## src/rtl/dma_engine_if.sv

```systemverilog
// dma_engine_if: the CPU-side request, the muxed system-bus request and the
// APU phase strobe shared between the DMA engine and the rest of the system.
// The engine connects through the master modport; the system side (or a
// testbench) uses the slave modport.
interface dma_engine_if;
  logic        apu_cycle;
  logic        rw_i;
  logic [15:0] cpu_addr_i;
  logic [7:0]  cpu_data_i;
  logic [7:0]  bus_data_i;
  logic [15:0] cpu_addr_o;
  logic [7:0]  cpu_data_o;
  logic        rw_o;
  logic        halt;

  modport master (
    input  apu_cycle, rw_i, cpu_addr_i, cpu_data_i, bus_data_i,
    output cpu_addr_o, cpu_data_o, rw_o, halt
  );

  modport slave (
    output apu_cycle, rw_i, cpu_addr_i, cpu_data_i, bus_data_i,
    input  cpu_addr_o, cpu_data_o, rw_o, halt
  );
endinterface

```

## src/rtl/dma_engine.sv

```systemverilog
// dma_engine: multi-channel byte DMA that steals the CPU bus one byte at a
// time. Each byte is a FETCH (read src) followed by an XFER (write dst for
// copy channels, or a data strobe for fetch-only channels). Channel 0 has the
// highest priority; arbitration happens only when a new byte starts.
// Optional feature: define DMA_ABORT_EN to add the per-channel ch_abort input.
module dma_engine #(
  parameter int NCH   = 2,
  parameter int LEN_W = 8
) (
  input  logic                 clk,
  input  logic                 rst_n,
  dma_engine_if.master         bus,
  input  logic [NCH-1:0]       ch_start,
  input  logic [NCH*16-1:0]    ch_src,
  input  logic [NCH*16-1:0]    ch_dst,
  input  logic [NCH*LEN_W-1:0] ch_len,
  input  logic [NCH*2-1:0]     ch_mode,
`ifdef DMA_ABORT_EN
  input  logic [NCH-1:0]       ch_abort,
`endif
  output logic [NCH-1:0]       ch_busy,
  output logic [NCH-1:0]       ch_done,
  output logic [NCH-1:0]       ch_data_valid,
  output logic [7:0]           ch_data
);
  localparam int IDX_W = (NCH > 1) ? $clog2(NCH) : 1;

  typedef enum logic [2:0] {IDLE, STALL, ALIGN, FETCH, XFER} state_e;

  state_e           state_q, state_d;
  logic [IDX_W-1:0] cur_q, cur_d;
  logic [15:0]      src_q [NCH];
  logic [15:0]      src_d [NCH];
  logic [15:0]      dst_q [NCH];
  logic [15:0]      dst_d [NCH];
  logic [LEN_W-1:0] len_q [NCH];
  logic [LEN_W-1:0] len_d [NCH];
  logic [1:0]       mode_q [NCH];
  logic [1:0]       mode_d [NCH];
  logic [NCH-1:0]   busy_q, busy_d;
  logic [NCH-1:0]   done_q, done_d;
  logic [NCH-1:0]   valid_q, valid_d;
  logic [NCH-1:0]   abort_q, abort_d;
  logic [NCH-1:0]   pend;
  logic [7:0]       data_q, data_d;

  // Lowest-index pending channel wins the next byte.
  function automatic logic [IDX_W-1:0] pick_winner(input logic [NCH-1:0] p);
    pick_winner = '0;
    for (int i = NCH - 1; i >= 0; i--) begin
      if (p[i]) pick_winner = IDX_W'(i);
    end
  endfunction

  // Next-state logic: channel register loads, aborts and the byte sequencer.
  always_comb begin
    state_d = state_q;
    cur_d   = cur_q;
    src_d   = src_q;
    dst_d   = dst_q;
    len_d   = len_q;
    mode_d  = mode_q;
    busy_d  = busy_q;
    done_d  = '0;
    valid_d = '0;
    abort_d = abort_q;
    data_d  = data_q;
    pend    = busy_q;

    // A start is taken only by an idle channel that is not in its done cycle.
    for (int i = 0; i < NCH; i++) begin
      if (ch_start[i] && !busy_q[i] && !done_q[i]) begin
        busy_d[i] = 1'b1;
        src_d[i]  = ch_src[i*16 +: 16];
        dst_d[i]  = ch_dst[i*16 +: 16];
        len_d[i]  = ch_len[i*LEN_W +: LEN_W];
        mode_d[i] = ch_mode[i*2 +: 2];
      end
    end

`ifdef DMA_ABORT_EN
    // The channel owning an in-flight byte finishes that byte first.
    for (int i = 0; i < NCH; i++) begin
      if (ch_abort[i] && busy_q[i]) begin
        if ((state_q == FETCH || state_q == XFER) && cur_q == IDX_W'(i)) begin
          abort_d[i] = 1'b1;
        end else begin
          busy_d[i] = 1'b0;
          pend[i]   = 1'b0;
        end
      end
    end
`endif

    case (state_q)
      IDLE: begin
        if (|pend) state_d = STALL;
      end
      STALL: begin
        if (pend == '0) begin
          state_d = IDLE;
        end else if (bus.rw_i && bus.apu_cycle) begin
          state_d = FETCH;
          cur_d   = pick_winner(pend);
        end
      end
      ALIGN: begin
        if (pend == '0) begin
          state_d = IDLE;
        end else if (bus.apu_cycle) begin
          state_d = FETCH;
          cur_d   = pick_winner(pend);
        end
      end
      FETCH: begin
        data_d         = bus.bus_data_i;
        src_d[cur_q]   = src_q[cur_q] + 16'd1;
        valid_d[cur_q] = !mode_q[cur_q][0];
        state_d        = XFER;
      end
      XFER: begin
        if (mode_q[cur_q] == 2'b11) dst_d[cur_q] = dst_q[cur_q] + 16'd1;
        len_d[cur_q] = len_q[cur_q] - LEN_W'(1);
        if (abort_d[cur_q]) begin
          busy_d[cur_q]  = 1'b0;
          abort_d[cur_q] = 1'b0;
        end else if (len_q[cur_q] == '0) begin
          busy_d[cur_q] = 1'b0;
          done_d[cur_q] = 1'b1;
        end
        state_d = (|busy_d) ? ALIGN : IDLE;
      end
      default: state_d = IDLE;
    endcase
  end

  // State and channel registers with synchronous active-low reset.
  always_ff @(posedge clk) begin
    if (!rst_n) begin
      state_q <= IDLE;
      cur_q   <= '0;
      busy_q  <= '0;
      done_q  <= '0;
      valid_q <= '0;
      abort_q <= '0;
      data_q  <= '0;
      for (int i = 0; i < NCH; i++) begin
        src_q[i]  <= '0;
        dst_q[i]  <= '0;
        len_q[i]  <= '0;
        mode_q[i] <= '0;
      end
    end else begin
      state_q <= state_d;
      cur_q   <= cur_d;
      busy_q  <= busy_d;
      done_q  <= done_d;
      valid_q <= valid_d;
      abort_q <= abort_d;
      data_q  <= data_d;
      src_q   <= src_d;
      dst_q   <= dst_d;
      len_q   <= len_d;
      mode_q  <= mode_d;
    end
  end

  // Bus mux: CPU passes through unless the engine is mid-byte; reset forces passthrough.
  always_comb begin
    bus.cpu_addr_o = bus.cpu_addr_i;
    bus.cpu_data_o = bus.cpu_data_i;
    bus.rw_o       = bus.rw_i;
    bus.halt       = 1'b0;
    if (rst_n) begin
      case (state_q)
        STALL, ALIGN: begin
          bus.rw_o = 1'b1;
          bus.halt = 1'b1;
        end
        FETCH: begin
          bus.cpu_addr_o = src_q[cur_q];
          bus.rw_o       = 1'b1;
          bus.halt       = 1'b1;
        end
        XFER: begin
          bus.halt = 1'b1;
          if (mode_q[cur_q][0]) begin
            bus.cpu_addr_o = dst_q[cur_q];
            bus.cpu_data_o = data_q;
            bus.rw_o       = 1'b0;
          end else begin
            bus.rw_o = 1'b1;
          end
        end
        default: ;
      endcase
    end
  end

  assign ch_busy       = busy_q;
  assign ch_done       = done_q;
  assign ch_data_valid = valid_q;
  assign ch_data       = data_q;
endmodule

```

## src/flat_wrapper.sv

```systemverilog
// flat-port wrapper written by rule: the top's interface ports become plain ports
module dma_engine_flat 
#(
  parameter int NCH   = 2,
  parameter int LEN_W = 8
)
  (clk, rst_n, ch_start, ch_src, ch_dst, ch_len, ch_mode, ch_busy, ch_done, ch_data_valid, ch_data, bus_apu_cycle, bus_rw_i, bus_cpu_addr_i, bus_cpu_data_i, bus_bus_data_i, bus_cpu_addr_o, bus_cpu_data_o, bus_rw_o, bus_halt);
  dma_engine_if bus_i ();
  input  logic clk;
  input  logic rst_n;
  input  logic [NCH-1:0] ch_start;
  input  logic [NCH*16-1:0] ch_src;
  input  logic [NCH*16-1:0] ch_dst;
  input  logic [NCH*LEN_W-1:0] ch_len;
  input  logic [NCH*2-1:0] ch_mode;
  output logic [NCH-1:0] ch_busy;
  output logic [NCH-1:0] ch_done;
  output logic [NCH-1:0] ch_data_valid;
  output logic [7:0] ch_data;
  input wire logic [$bits(bus_i.apu_cycle)-1:0] bus_apu_cycle;
  input wire logic [$bits(bus_i.rw_i)-1:0] bus_rw_i;
  input wire logic [$bits(bus_i.cpu_addr_i)-1:0] bus_cpu_addr_i;
  input wire logic [$bits(bus_i.cpu_data_i)-1:0] bus_cpu_data_i;
  input wire logic [$bits(bus_i.bus_data_i)-1:0] bus_bus_data_i;
  output wire logic [$bits(bus_i.cpu_addr_o)-1:0] bus_cpu_addr_o;
  output wire logic [$bits(bus_i.cpu_data_o)-1:0] bus_cpu_data_o;
  output wire logic [$bits(bus_i.rw_o)-1:0] bus_rw_o;
  output wire logic [$bits(bus_i.halt)-1:0] bus_halt;
  assign bus_i.apu_cycle = bus_apu_cycle;
  assign bus_i.rw_i = bus_rw_i;
  assign bus_i.cpu_addr_i = bus_cpu_addr_i;
  assign bus_i.cpu_data_i = bus_cpu_data_i;
  assign bus_i.bus_data_i = bus_bus_data_i;
  assign bus_cpu_addr_o = bus_i.cpu_addr_o;
  assign bus_cpu_data_o = bus_i.cpu_data_o;
  assign bus_rw_o = bus_i.rw_o;
  assign bus_halt = bus_i.halt;
  dma_engine #(.NCH(NCH), .LEN_W(LEN_W)) u_core (.clk(clk), .rst_n(rst_n), .bus(bus_i), .ch_start(ch_start), .ch_src(ch_src), .ch_dst(ch_dst), .ch_len(ch_len), .ch_mode(ch_mode), .ch_busy(ch_busy), .ch_done(ch_done), .ch_data_valid(ch_data_valid), .ch_data(ch_data));
endmodule
```

## config.mk

```make
export PLATFORM = sky130hd
export DESIGN_NAME = dma_engine_flat
export DESIGN_NICKNAME = d
export VERILOG_FILES = /design/src/rtl/dma_engine_if.sv /design/src/rtl/dma_engine.sv /design/src/flat_wrapper.sv
export SDC_FILE = /design/constraint.sdc
export NUM_CORES = 1
export LEC_CHECK = 0
export ABC_AREA = 1
export BUFFER_PORTS_ARGS = -buffer_cell sky130_fd_sc_hd__buf_2
export CAP_MARGIN = 20
export CORE_ASPECT_RATIO = 1.1
export CORE_MARGIN = 2
export CORE_UTILIZATION = 54
export DETAILED_ROUTE_END_ITERATION = 16
export PLACE_DENSITY = 0.81
export REMOVE_ABC_BUFFERS = 1
export SYNTH_ARGS = -nofsm -noshare
export SYNTH_HDL_FRONTEND = slang
export SYNTH_SLANG_ARGS = --single-unit
export TNS_END_PERCENT = 10
```

## constraint.sdc

```tcl
create_clock -name clk -period 2.75 [get_ports clk]
set_input_delay 0.55 -clock clk [delete_from_list [all_inputs] [get_ports clk]]
set_output_delay 0.55 -clock clk [all_outputs]
set_load 0.05 [all_outputs]
```

# After elaboration in Yosys (flattened, before gate mapping)
# Index checks and enable logic that the tools add are counted.
[word_totals] in_bits=122 ff_bits=104
[classes] eq_ne=12 bitwise_logic=8 muxes=64 n_addsub=3 n_lt_le_gt_ge=4 n_reduce_logical=25
[ops] op="$mux 16" n=14
[ops] op="$mux 32" n=3
[ops] op="$mux 8" n=9
[ops] op="$bwmux 32" n=2
[ops] op="$add 16x1->16 const B" n=2
[ops] op="$pmux 16 s2" n=1
[ops] op="$bwmux 16" n=1
[ops] op="$demux 16 s1" n=1
[ops] op="$mux 2" n=8
[ops] op="$mux 1" n=15
[ops] op="$mux 3" n=5
[ops] op="$pmux 3 s5" n=1
[ops] op="$demux 8 s1" n=1
[ops] op="$logic_not 8->1" n=1
[ops] op="$reduce_or 4->1" n=2
[ops] op="$sub 8x1->8 const B" n=1
[ops] op="$logic_and 1x1->1" n=7
[ops] op="$and 2x2->2" n=3
[ops] op="$eq 3x2->1 const B" n=2
[ops] op="$ne 2x2->1 const B" n=3
[ops] op="$logic_not 1->1" n=5
[ops] op="$reduce_and 5->1" n=1
[ops] op="$ne 2x1->1 const B" n=2
[ops] op="$pmux 1 s2" n=2
[ops] op="20 further kinds" n=24

# Longest topological paths before layout
# Gate-level depths: netlist (run 1).
[logic_depth] depth_word=12 mapped_depth=18 depth_no_buf=16

# Least setup slack after synthesis (run 1)
# Ideal clock, no wire load.
[synth_timing] path_type="input-to-output" startpoint="input port rst_n" endpoint="output port bus_cpu_addr_o[0]" t_required_ns=2.200 n_path_buf=2 t_arrival_ns=2.722 slack_ns=-0.522 stages=6 path_cell_list="clkbuf_1 clkinv_1 a21oi_2 clkbuf_1 inv_1 o21ai_0"
[synth_between] elab_chain_len=1
[synth_lines] item="from (decl)" line_no="flat_wrapper.sv:10" text="input logic rst_n;"
[synth_lines] item="$mux 16" line_no="dma_engine.sv:174" text="if (rst_n) begin"
[synth_lines] item="to (decl)" line_no="flat_wrapper.sv:25" text="output wire logic [$bits(bus_i.cpu_addr_o)-1:0] bus_cpu_addr_o;"
# No other way between the ends.

# Final worst setup path (run 1)
[layout_timing] startpoint="register u_core.state_q[0]" endpoint="output port bus_cpu_addr_o[13]"
[layout_between] elab_chain_len=3 word_cells_on_any_way=4 classes_between="2 x eq/ne; 2 x mux"
[layout_lines] item="from (decl)" line_no="dma_engine.sv:30" text="state_e state_q, state_d;"
[layout_lines] item="from (signal assigned)" line_no="dma_engine.sv:154" text="state_q <= state_d;"
[layout_lines] item="$eq 3x3->1 or $eq 3x2->1 (tied branches)" line_no="dma_engine.sv:175" text="case (state_q)"
[layout_lines] item="$pmux 16 s2 (*)" line_no="dma_engine.sv:175"
[layout_lines] item="$mux 16 (*)" line_no="dma_engine.sv:174"
# Every way passes the cells marked *; elsewhere a longest branch is shown, timed or not.

==> impl_results.md, run 1 <==
- Outcome: completed
- Via count: 7019
- Initial DRC Count: 464
- Pin count of the biggest net entering global routing: 64
- FFs w/ async S/R, synth: 0
- Total track usage: 0.295
- Post-Syn Area: about 6400 um^2
- CP max-delay cell: dfxtp_1
- Die footprint: between 10000 and 15000 um^2
- Count of final hold-check violations: 0
- PortBufs: between 150 and 200
- Worst Reg-to-Reg Cells: 13
- Post-Syn Instances: about 970
- Global-route wire length before repair: 30400 um
- Critical path type: reg2out
- ANT cells: 0
- Setup Buffers After CTS: 0
- Setup crit end kind: output pin
- Clock Tree Buf Depth: 2
- Library cells used by synthesis: 44
- Antenna-violating nets left: 0
- Switch Pwr: around 0.0013 W
- Most Frequent Cell on Critical Path: buf_4
- Area Overhead vs Synth: 19.9%
- Clock Sinks: 104
- Met2 Usage GRT: 0.486
- CTS clock-pin slew for the worst setup and hold paths: approximately 0.070 ns
- Combinational Power Share: 0.254
- # IOs: approximately 160
- Root Buffer: clkbuf_16
- Top-count cell post-synth: nand2_1
- Lkg Pwr: roughly 3.6 nW
- Final Power: between 0.003 and 0.004 W
- Kind of cell adding the most delay to the critical path: buffers and inverters
- Routed WL: between 15000 and 20000 um
- Hold crit path type: in2reg
- GPL Wtd Cong: slightly above 0.9
- Post-DP HPWL: approximately 13000 um
- GRT met1 Usage: 0.386
- Synth area leaders: dfxtp_1 (33%), nand2_1 (16%), inv_1 (6.1%)
- Insertion delay to the later sink of the worst-skew pair: 0.35 ns
- Antenna violations before repair: 0
- Avg WL per Cell: 14.6 um
- Vias/cell: between 5 and 6
- Number of global-route vias before repair: approximately 6600
- Primary FF master, synth: dfxtp_1
- Max_cap viols: 0
- Yosys warnings: 0
- Core area: ~11000 um^2
- Synthesized area per cell: between 6 and 7 um^2
- Fin crit share: 0.965
- Die W: about 110 um
- TritonCTS clock tree: yes
- Seq cells post-synth: ~100
- Inserted Clock Buffers: 9
- Seq pwr share: 0.433
- DRT Pass-1 Iters: 5
- Tmin final: approximately 2.7 ns
- # rows: a little over 40
- Design Area, Final: approximately 7600 um^2
- CP bufs+invs: 4
- Placed instance area: between 7000 and 8000 um^2
- Power per Cell Area: 502 nW/um^2
- Final Slew Violations: 0
- Clock Power Share: 0.313
- CP Depth: 9
- Worst-margin pin slew: 0.671 ns
- Setup violators final: 0
- Cell-internal power: ~0.0026 W
- Commonest cells in the netlist: nand2_1 (278), dfxtp_1 (104), inv_1 (103)
- CP max stage delay: approximately 0.34 ns
- Sequential share of the synthesized area: 0.328
- M3 GR Usage: 0.0460
- GRT Max-Usage Layer: met2
- GRT Residual Overflow: 0
- EDFF count, synth: 0
- H-tree depth: 3
- Sw Share: 0.332
- Final routed DRC violation total: 0
- Clock skew: approximately 0.0060 ns
- WP data required: roughly 2.2 ns
- Post-synth top area share: 0.328
- Crit-path max FO: 10
- Startpoint type of the worst setup path: flop
- Fraction of layout cells with a size suffix above 1: 0.229
- FMAX: 377 MHz
- Initial Util: 0.553
- Arr. time, crit path: about 2.1 ns
- Max transition margin: 0.552
- Yosys top cell by area: dfxtp_1
- VDD IR max: ~410 uV
- CP Cell Sequence: inv_1, nand2_1, nor2_2, buf_4, nand2_2, buf_4, o22ai_1, a22o_1, buf_2
- Worst hold stages: 3
- Nets: about 1200
- RSZ-0062 raised after global routing: true
- Die height: 118 um
-- cells by family (layout without fill, tap and decap cells) --
logic type,count (synthesis),count (layout),share of synthesized area
XOR/XNOR,24,24,0.0331
AO/OA/AOI/OAI,224,224,0.209
buffers and inverters,165,316,0.110
adder cells (fa/ha/maj),3,3,0.00591
multiplexers,9,9,0.0158
AND/OR/NAND/NOR,442,442,0.299
flip-flops,104,104,0.328
-- worst min-delay path, stage by stage --
cell,delay (ns)
buf_2,0.07
nor2_1,0.03
nor2_1,0.08
-- state kept, by name, summed over array words and instances (netlist names) --
name	cells
u_core.state_q	3
u_core.cur_q	1
u_core.src_q	32
u_core.len_q	16
u_core.ch_done	2
u_core.mode_q	4
u_core.abort_q	2
u_core.ch_busy	2
u_core.ch_data_valid	2
u_core.dst_q	32
u_core.ch_data	8
-- stage by stage --
step                      hold WS [ns]   util  setup WS [ns]  std cells  setup TNS [ns]
after floorplan                  0.396      -          -2.61        917         -118.28
after global placement           0.435  0.637          0.371       1256               0
after detailed placement         0.432  0.637          0.318       1256               0
after CTS                        0.419  0.661        0.00856       1272               0
after global routing             0.438  0.663        -0.0387       1272          -0.112
final                            0.422  0.663         0.0961       1272               0
-- layout by cell type (no fill, tap or decap), types with 14 or more instances in the layout --
master / synthesis / final
a21oi_1: 48 / 48
o21ai_0: 72 / 72
nand3_1: 55 / 55
a22o_1: 15 / 15
inv_1: 103 / 101
dfxtp_1: 104 / 103
xor2_1: 21 / 21
buf_4: 1 / 26
a31oi_1: 33 / 33
buf_2: 10 / 154
nand2_1: 278 / 278
o21ai_1: 15 / 14
nor2_1: 62 / 61
-- routing by layer --
layer / wire length, um / share of wire
met1: 7820 / 0.42
met2: 8790 / 0.47
met3: 1470 / 0.079
met4: 515 / 0.028
met5: 0 / 0
-- layout make-up --
type,count,area (um^2)
clock buffer,11,233
timing repair buffer,189,1070
multi-input combinational,702,3590
sequential,104,2090
fill,1091,3870
inverter,111,417
tap,150,188
clock inverter,5,33.8
-- power groups by stage --
stage	clock network, W	registers (W)	logic (W)
after detailed placement	0	0.00169	0.000953
after global routing	0.00126	0.00167	0.00108
final	0.00120	0.00166	0.000970
after floorplan	0	0.00171	0.000608
after CTS	0.00120	0.00165	0.000960
after global placement	0	0.00169	0.000940
-- repair_timing --
item,4_1_cts,5_1_grt
cloned,0,0
setup endpoints to repair,1,15
hold buffers,0,0
resized for setup,1,12
-- worst paths after layout --
path / start / slack, ns / to
setup / recovery: u_core.state_q[0]$_SDFFE_PN0P_ / 0.1 / bus_cpu_addr_o[13]
hold / removal: bus_bus_data_i[7] / 0.42 / u_core.ch_data[7]$_SDFFE_PN0P_
hold reg to reg: u_core.abort_q[0]$_SDFFE_PN0P_ / 0.44 / u_core.ch_done[0]$_SDFF_PP0_
setup reg to reg: u_core.cur_q$_SDFFE_PN0P_ / 0.48 / u_core.src_q[28]$_SDFF_PN0_
Power figures use the tool's default switching activity.
==> run 2, diff against run 1 <==
--- a/config.mk
+++ b/config.mk
@@ -10,9 +10,10 @@
 export CAP_MARGIN = 20
 export CORE_ASPECT_RATIO = 1.1
 export CORE_MARGIN = 2
-export CORE_UTILIZATION = 54
+export CORE_UTILIZATION = 58
 export DETAILED_ROUTE_END_ITERATION = 16
-export PLACE_DENSITY = 0.81
+export MAX_ROUTING_LAYER = met4
+export PLACE_DENSITY = 0.86
 export REMOVE_ABC_BUFFERS = 1
 export SYNTH_ARGS = -nofsm -noshare
 export SYNTH_HDL_FRONTEND = slang
==> constraint.sdc (replaced) <==
create_clock -name clk -period 3.4 [get_ports clk]
set_input_delay 0.68 -clock clk [delete_from_list [all_inputs] [get_ports clk]]
set_output_delay 0.68 -clock clk [all_outputs]
set_load 0.05 [all_outputs]
==> run 2 against run 1 <==
  * Wire length shrank 0.16%
  * Critical path type unchanged
  * Clock power grew 3%
  * Largest power group unchanged
  * Highest routed layer unchanged
  * First-iteration DRC count grew 22%
  * Cell area shrank 0.76%
==> impl_results.md, run 2 (same netlist as run 1, synthesis figures left out) <==
- Die height: 114 um (-3.4%)
- Startpoint type of the worst setup path: flop
- Post_cts resized: 0 (-1)
- Root Buffer: clkbuf_16
- Nets: 1231 (-0.89%)
- Clock skew: 0.00519 ns (-0.000822 ns)
- Inserted Clock Buffers: 9 (unchanged)
- Lkg Pwr: 3.60 nW (-0.56%)
- WP data required: 2.72 ns (+0.52 ns)
- Fraction of layout cells with a size suffix above 1: 0.220 (-0.00943)
- Commonest non-fill, non-tap cell in the layout: nand2_1
- H-tree depth: 3 (unchanged)
- RSZ-0062 raised after global routing: false
- Final Slew Violations: 0 (unchanged)
- Top flop regs: u_core.dst_q x32, u_core.src_q x32, u_core.len_q x16
- Antenna-violating nets left: 0 (unchanged)
- CTS Hold Bufs: 0 (unchanged)
- GRT Residual Overflow: 0 (unchanged)
- Setup violators final: 0 (unchanged)
- Initial Util: 0.587 (+0.0348)
- Routed WL: 18600 um (-0.16%)
- Final routed DRC violation total: 0 (unchanged)
- Setup crit end kind: output pin
- Via count: 7038 (+0.27%)
- Worst-margin pin slew: 0.918 ns (+0.247 ns)
- Power per Cell Area: 441 nW/um^2 (-12%)
- Max transition margin: 0.387 (-0.165)
- Die W: 104 um (-3.4%)
- Post-DP HPWL: 12500 um (-4.4%)
- Core area: 10800 um^2 (-5.9%)
- VDD IR max: 212 uV (-48%)
- FMAX: about 320 MHz
- Final TNS setup: 0 ns (unchanged)
- Insertion delay to the later sink of the worst-skew pair: 0.36 ns (about the same)
- Arr. time, crit path: 2.47 ns (+0.37 ns)
- Crit-path max FO: 62 (+52)
- TritonCTS clock tree: yes
- ANT cells: 0 (unchanged)
- Setup Buffers After CTS: 0 (unchanged)
- Pin count of the biggest net entering global routing: 64 (unchanged)
- Antenna violations before repair: 0 (unchanged)
- Hold crit path type: reg2reg
- Global-route wire length before repair: 30600 um (+0.77%)
- Die footprint: 11800 um^2 (-6.6%)
- DRT Pass-1 Iters: 7 (+2)
- Max_cap viols: 0 (unchanged)
- # rows: 40 (-2.4%)
- Tmin final: 3.15 ns
- Commonest cells after routing, fill and taps aside: nand2_1 (278), buf_2 (161), inv_1 (103), dfxtp_1 (103), o21ai_0 (72)
- GPL Wtd Cong: 0.939 (+2.6%)
- Outcome: completed
- Count of final hold-check violations: 0 (unchanged)
- Fillers: 961 (-12%)
- Number of global-route vias before repair: 6693 (+1.3%)
- Area Overhead vs Synth: 19.0%
- Total track usage: 0.326 (+0.0311)
- Vias/cell: 5.59 (+1.4%)
- Hold_ws: 0.439 ns (+0.0165 ns)
- Avg WL per Cell: 14.8 um (+0.95%)
- Initial DRC Count: 567 (+22%)
- CTS clock-pin slew for the worst setup and hold paths: 0.07 ns (about the same)
- # IOs: 162 (unchanged)
- PortBufs: 161 (unchanged)
- Clock Sinks: 104 (unchanged)
- Critical path type: reg2out
- Clock Tree Buf Depth: 2 (unchanged)
- Fin crit share: 0.927
-- run 2: cell count changes in the layout (fill, tap and decap cells not counted), sizes merged --
cell,before,now
bufinv,0,3
buf,183,178
clkinvlp,2,1
clkinv,4,2
clkbuf,17,11
-- run 2: worst paths after layout --
check / startpoint / slack (ns) / endpoint / cells after the start
max reg2reg: u_core.cur_q$_SDFFE_PN0P_ / 0.75 / u_core.state_q[1]$_SDFFE_PN0P_ / 18
min reg2reg: u_core.mode_q[2]$_SDFFE_PN0N_ / 0.44 / u_core.ch_data_valid[0]$_SDFF_PN0_ / 1
min: u_core.mode_q[2]$_SDFFE_PN0N_ / 0.44 / u_core.ch_data_valid[0]$_SDFF_PN0_ / 1
max: u_core.cur_q$_SDFFE_PN0P_ / 0.25 / bus_cpu_addr_o[6] / 6
-- run 2: power by group --
| part | internal [W] | switching, W | leakage [nW] |
|---|---|---|---|
| sequential | 0.00129 | 0.0000413 | 0.853 |
| combinational | 0.000251 | 0.000509 | 2.58 |
| clock | 0.000759 | 0.000482 | 0.172 |
-- run 2: critical path, cell delays in order (launching register included) --
cell and delay (ns):
dfxtp_2 0.37, buf_4 0.59, nand2_1 0.11, o21ai_1 0.34, o22ai_1 0.24, a22o_1 0.25
buf_2 0.20
-- run 2: metal layers --
layer,global-route usage,routed length (um)
met1,0.393,7700
met3,0.0531,1580
met5,-,0
met2,0.550,8810
met4,0.131,465
-- run 2: final cells by class --
| class | instances | area (um^2) | area share |
|---|---|---|---|
| clock buffers | 11 | 253 | 0.0334 |
| clock inverters | 5 | 103 | 0.0136 |
| inverters | 111 | 417 | 0.0551 |
| multi-input cells | 702 | 3580 | 0.474 |
| flip-flops and latches | 104 | 2080 | 0.276 |
| well taps | 147 | 184 | 0.0243 |
| repair buffers | 178 | 937 | 0.124 |
-- run 2: through the flow --
| stage | cell area, um^2 | setup WS [ns] | std cells | power [W] | utilization |
|---|---|---|---|---|---|
| 2_1_floorplan | 6070 | -2.09 | 917 | 0.00187 | - |
| 3_3_place_gp | 7190 | 0.508 | 1241 | 0.00209 | 0.665 |
| 3_5_place_dp | 7200 | 0.681 | 1242 | 0.00211 | 0.666 |
| 4_1_cts | 7560 | 0.302 | 1258 | 0.00333 | 0.699 |
| 5_1_grt | 7560 | 0.0811 | 1258 | 0.00348 | 0.699 |
| 6_report | 7560 | 0.248 | 1258 | 0.00334 | 0.699 |
==> run 3, diff against run 2 <==
--- a/config.mk
+++ b/config.mk
@@ -8,12 +8,14 @@
 export ABC_AREA = 1
 export BUFFER_PORTS_ARGS = -buffer_cell sky130_fd_sc_hd__buf_2
 export CAP_MARGIN = 20
+export CELL_PAD_IN_SITES_DETAIL_PLACEMENT = 1
+export CELL_PAD_IN_SITES_GLOBAL_PLACEMENT = 2
 export CORE_ASPECT_RATIO = 1.1
 export CORE_MARGIN = 2
-export CORE_UTILIZATION = 58
+export CORE_UTILIZATION = 31
 export DETAILED_ROUTE_END_ITERATION = 16
 export MAX_ROUTING_LAYER = met4
-export PLACE_DENSITY = 0.86
+export PLACE_DENSITY_LB_ADDON = 0.1
 export REMOVE_ABC_BUFFERS = 1
 export SYNTH_ARGS = -nofsm -noshare
 export SYNTH_HDL_FRONTEND = slang
==> run 3 against run 2 <==
  * Die area rose by 83%
  * Worst hold slack got worse by 0.012 ns
  * Final cell count rose by 8.5%
  * Largest power group unchanged
==> impl_results.md, run 3 (same netlist as run 1, synthesis figures left out) <==
- Sw Share: 0.322 (+0.0123)
- Setup Buffers After CTS: 0 (unchanged)
- CP max-delay cell: dfxtp_2
- VDD IR max: 256 uV (+21%)
- Most Frequent Cell on Critical Path: nand2_1
- Cell-internal power: 0.00221 W (-4.1%)
- Number of global-route vias before repair: 7188 (+7.4%)
- DRT Pass-1 Iters: 4 (-3)
- Register area: 2080 um^2 (unchanged)
- Die W: 140 um (+35%)
- CP max stage delay: 0.36 ns (-0.23 ns)
- Clock skew: 0.00739 ns (+0.00220 ns)
- TritonCTS clock tree: yes
- Reg2Reg Capture Point: u_core.state_q[1]$_SDFFE_PN0P_
- Outcome: completed
- Final Power: 0.00326 W (-2.4%)
- Crit-path max FO: 65 (+4.8%)
- Setup violators final: 0 (unchanged)
- Final Instance Count excl. Fillers: 1365 (+8.5%)
- Worst-margin pin slew: 0.868 ns (-0.0505 ns)
- Final Slew Violations: 0 (unchanged)
- CP bufs+invs: 3 (+1)
- Antenna violations before repair: 0 (unchanged)
- Max_cap viols: 0 (unchanged)
- Nets: 1235 (+0.32%)
- Count of final hold-check violations: 0 (unchanged)
- Area Overhead vs Synth: 21.0%
- Tmin final: 3.09 ns (-0.0648 ns)
- CTS clock-pin slew for the worst setup and hold paths: 0.07 ns (about the same)
- Commonest non-fill, non-tap cell in the layout: nand2_1
- Kind of cell adding the most delay to the critical path: buffers and inverters
- H-tree depth: 3 (unchanged)
- PortBufs: 161 (unchanged)
- Placed insts: 1351 (+8.8%)
- Dpl ws: 0.612 ns (-0.0685 ns)
- Clock Sinks: 104 (unchanged)
- Die height: 154 um (+35%)
- Root Buffer: clkbuf_16
- CP Depth: 9 (+3)
- Initial DRC Count: 226 (-60%)
- Clock Power Share: 0.349 (-0.023)
- Hold crit path type: reg2reg
- Crit Reg-Reg Startpoint: u_core.cur_q$_SDFFE_PN0P_
- Vias/cell: 5.04 (-9.8%)
- Combinational Power Share: 0.241 (+0.013)
- GPL Wtd Cong: 0.842 (-10%)
- ANT cells: 0 (unchanged)
- Switch Pwr: 0.00105 W (+1.5%)
- Insertion delay to the later sink of the worst-skew pair: 0.36 ns (about the same)
- Die footprint: 21700 um^2 (+83%)
- Setup crit end kind: output pin
- Lkg Pwr: 3.60 nW (about the same)
- Antenna-violating nets left: 0 (unchanged)
- Top flop regs: u_core.dst_q x32, u_core.src_q x32, u_core.len_q x16
- Core area: 20000 um^2 (+85%)
- Pin count of the biggest net entering global routing: 66 (+3.1%)
- Total track usage: 0.220 (-0.107)
- Max transition margin: 0.422 (+0.0346)
- Fin crit share: 0.908 (-0.0191)
- WP data required: 2.72 ns (about the same)
- Post-DP HPWL: 16300 um (+30%)
- Inserted Clock Buffers: 9 (unchanged)
- Clock Tree Buf Depth: 2 (unchanged)
- Via count: 6885 (-2.2%)
- Fin worst setup slack: 0.313 ns (+0.0648 ns)
- Critical path type: reg2out
- Arr. time, crit path: 2.41 ns (-0.06 ns)
- CTS Hold Bufs: 0 (unchanged)
- # rows: 54 (+35%)
- Reg2Reg Setup Slack: 0.88 ns (+0.13 ns)
- Initial Util: 0.318 (-0.270)
- Avg WL per Cell: 16.7 um (+13%)
- Fin util: 0.384 (-0.315)
- FMAX: 324 MHz (+2.1%)
- Worst setup path endpoint: bus_cpu_addr_o[4]
- Seq pwr share: 0.410 (+0.010)
- # IOs: 162 (unchanged)
- Power per Cell Area: 424 nW/um^2 (-3.9%)
- Routed WL: 22900 um (+23%)
- Post_cts resized: 0 (unchanged)
- CP Cell Sequence: buf_12, nand2_1, o21ai_2, nand2_2, inv_1, nand2_1, o21ai_0, a22o_1, buf_2
- Global-route wire length before repair: 36800 um (+20%)
- RSZ-0062 raised after global routing: false
- Multi-input gate area: 3580 um^2 (unchanged)
- Commonest cells after routing, fill and taps aside: nand2_1 (278), buf_2 (161), inv_1 (103), dfxtp_1 (103), o21ai_0 (72)
- GRT Residual Overflow: 0 (unchanged)
- Fraction of layout cells with a size suffix above 1: 0.221 (+0.00140)
- Fillers: 2674 (+180%)
- Worst Reg-to-Reg Cells: 18 (unchanged)
- Worst Setup SP: u_core.cur_q$_SDFFE_PN0P_
- Startpoint type of the worst setup path: flop
- Final routed DRC violation total: 0 (unchanged)
-- run 3: cell count changes in the layout (fill, tap and decap cells not counted) --
cell / delta
buf_12: +1
buf_4: +4
buf_6: -1
bufinv_16: -1
clkbuf_8: -1
clkinv_2: +1
clkinvlp_4: -1
-- run 3: worst min-delay path by stage --
stage | from | to | slack (ns) | cells past startpoint
final | u_core.mode_q[2]$_SDFFE_PN0N_ | u_core.ch_data_valid[0]$_SDFF_PN0_ | 0.43 | 1
after global routing | u_core.mode_q[2]$_SDFFE_PN0N_ | u_core.ch_data_valid[0]$_SDFF_PN0_ | 0.45 | 1
after CTS | u_core.mode_q[2]$_SDFFE_PN0N_ | u_core.ch_data_valid[0]$_SDFF_PN0_ | 0.43 | 1
after detailed placement | u_core.mode_q[2]$_SDFFE_PN0N_ | u_core.ch_data_valid[0]$_SDFF_PN0_ | 0.42 | 1
after global placement | u_core.mode_q[2]$_SDFFE_PN0N_ | u_core.ch_data_valid[0]$_SDFF_PN0_ | 0.42 | 1
after floorplan | u_core.mode_q[2]$_SDFFE_PN0N_ | u_core.ch_data_valid[0]$_SDFF_PN0_ | 0.40 | 1
-- run 3: metal layers --
metal / GRT usage / vias up / routed length, um
li1: - / 3474 / -
met1: 0.270 / 3264 / 10500
met2: 0.378 / 138 / 11000
met3: 0.0436 / 9 / 1150
met4: 0.0386 / 0 / 144
met5: - / - / 0
-- run 3: area by class of cell --
type	instances	share of cell area
Sequential cell	104	0.271
Clock buffer	10	0.0311
Tap cell	252	0.0410
Timing Repair Buffer	182	0.127
Inverter	111	0.0542
Multi-Input combinational cell	702	0.466
Clock inverter	4	0.00912
-- run 3: power groups by stage --
stage / logic, W / registers, W / clock network (W)
3_3_place_gp: 0.000788 / 0.00136 / 0
2_1_floorplan: 0.000491 / 0.00138 / 0
3_5_place_dp: 0.000794 / 0.00136 / 0
4_1_cts: 0.000798 / 0.00134 / 0.00118
6_report: 0.000784 / 0.00134 / 0.00114
5_1_grt: 0.000882 / 0.00135 / 0.00123
-- run 3: worst reg2reg max path, delay by kind of cell (launching register included) --
family	cells	cell delay, ns
AOI/OAI and AO/OA	1	0.11
and+or+nand+nor	12	0.88
buffers and inverters	4	0.93
DFF	1	0.34
adders and majority gates	1	0.22
-- run 3: per-stage QoR --
step	TNS (ns)	hold WS, ns	area, um^2
2_1_floorplan	-54.20	0.396	6070
3_3_place_gp	0	0.416	7370
3_5_place_dp	0	0.417	7370
4_1_cts	0	0.428	7680
5_1_grt	0	0.450	7680
6_report	0	0.427	7680
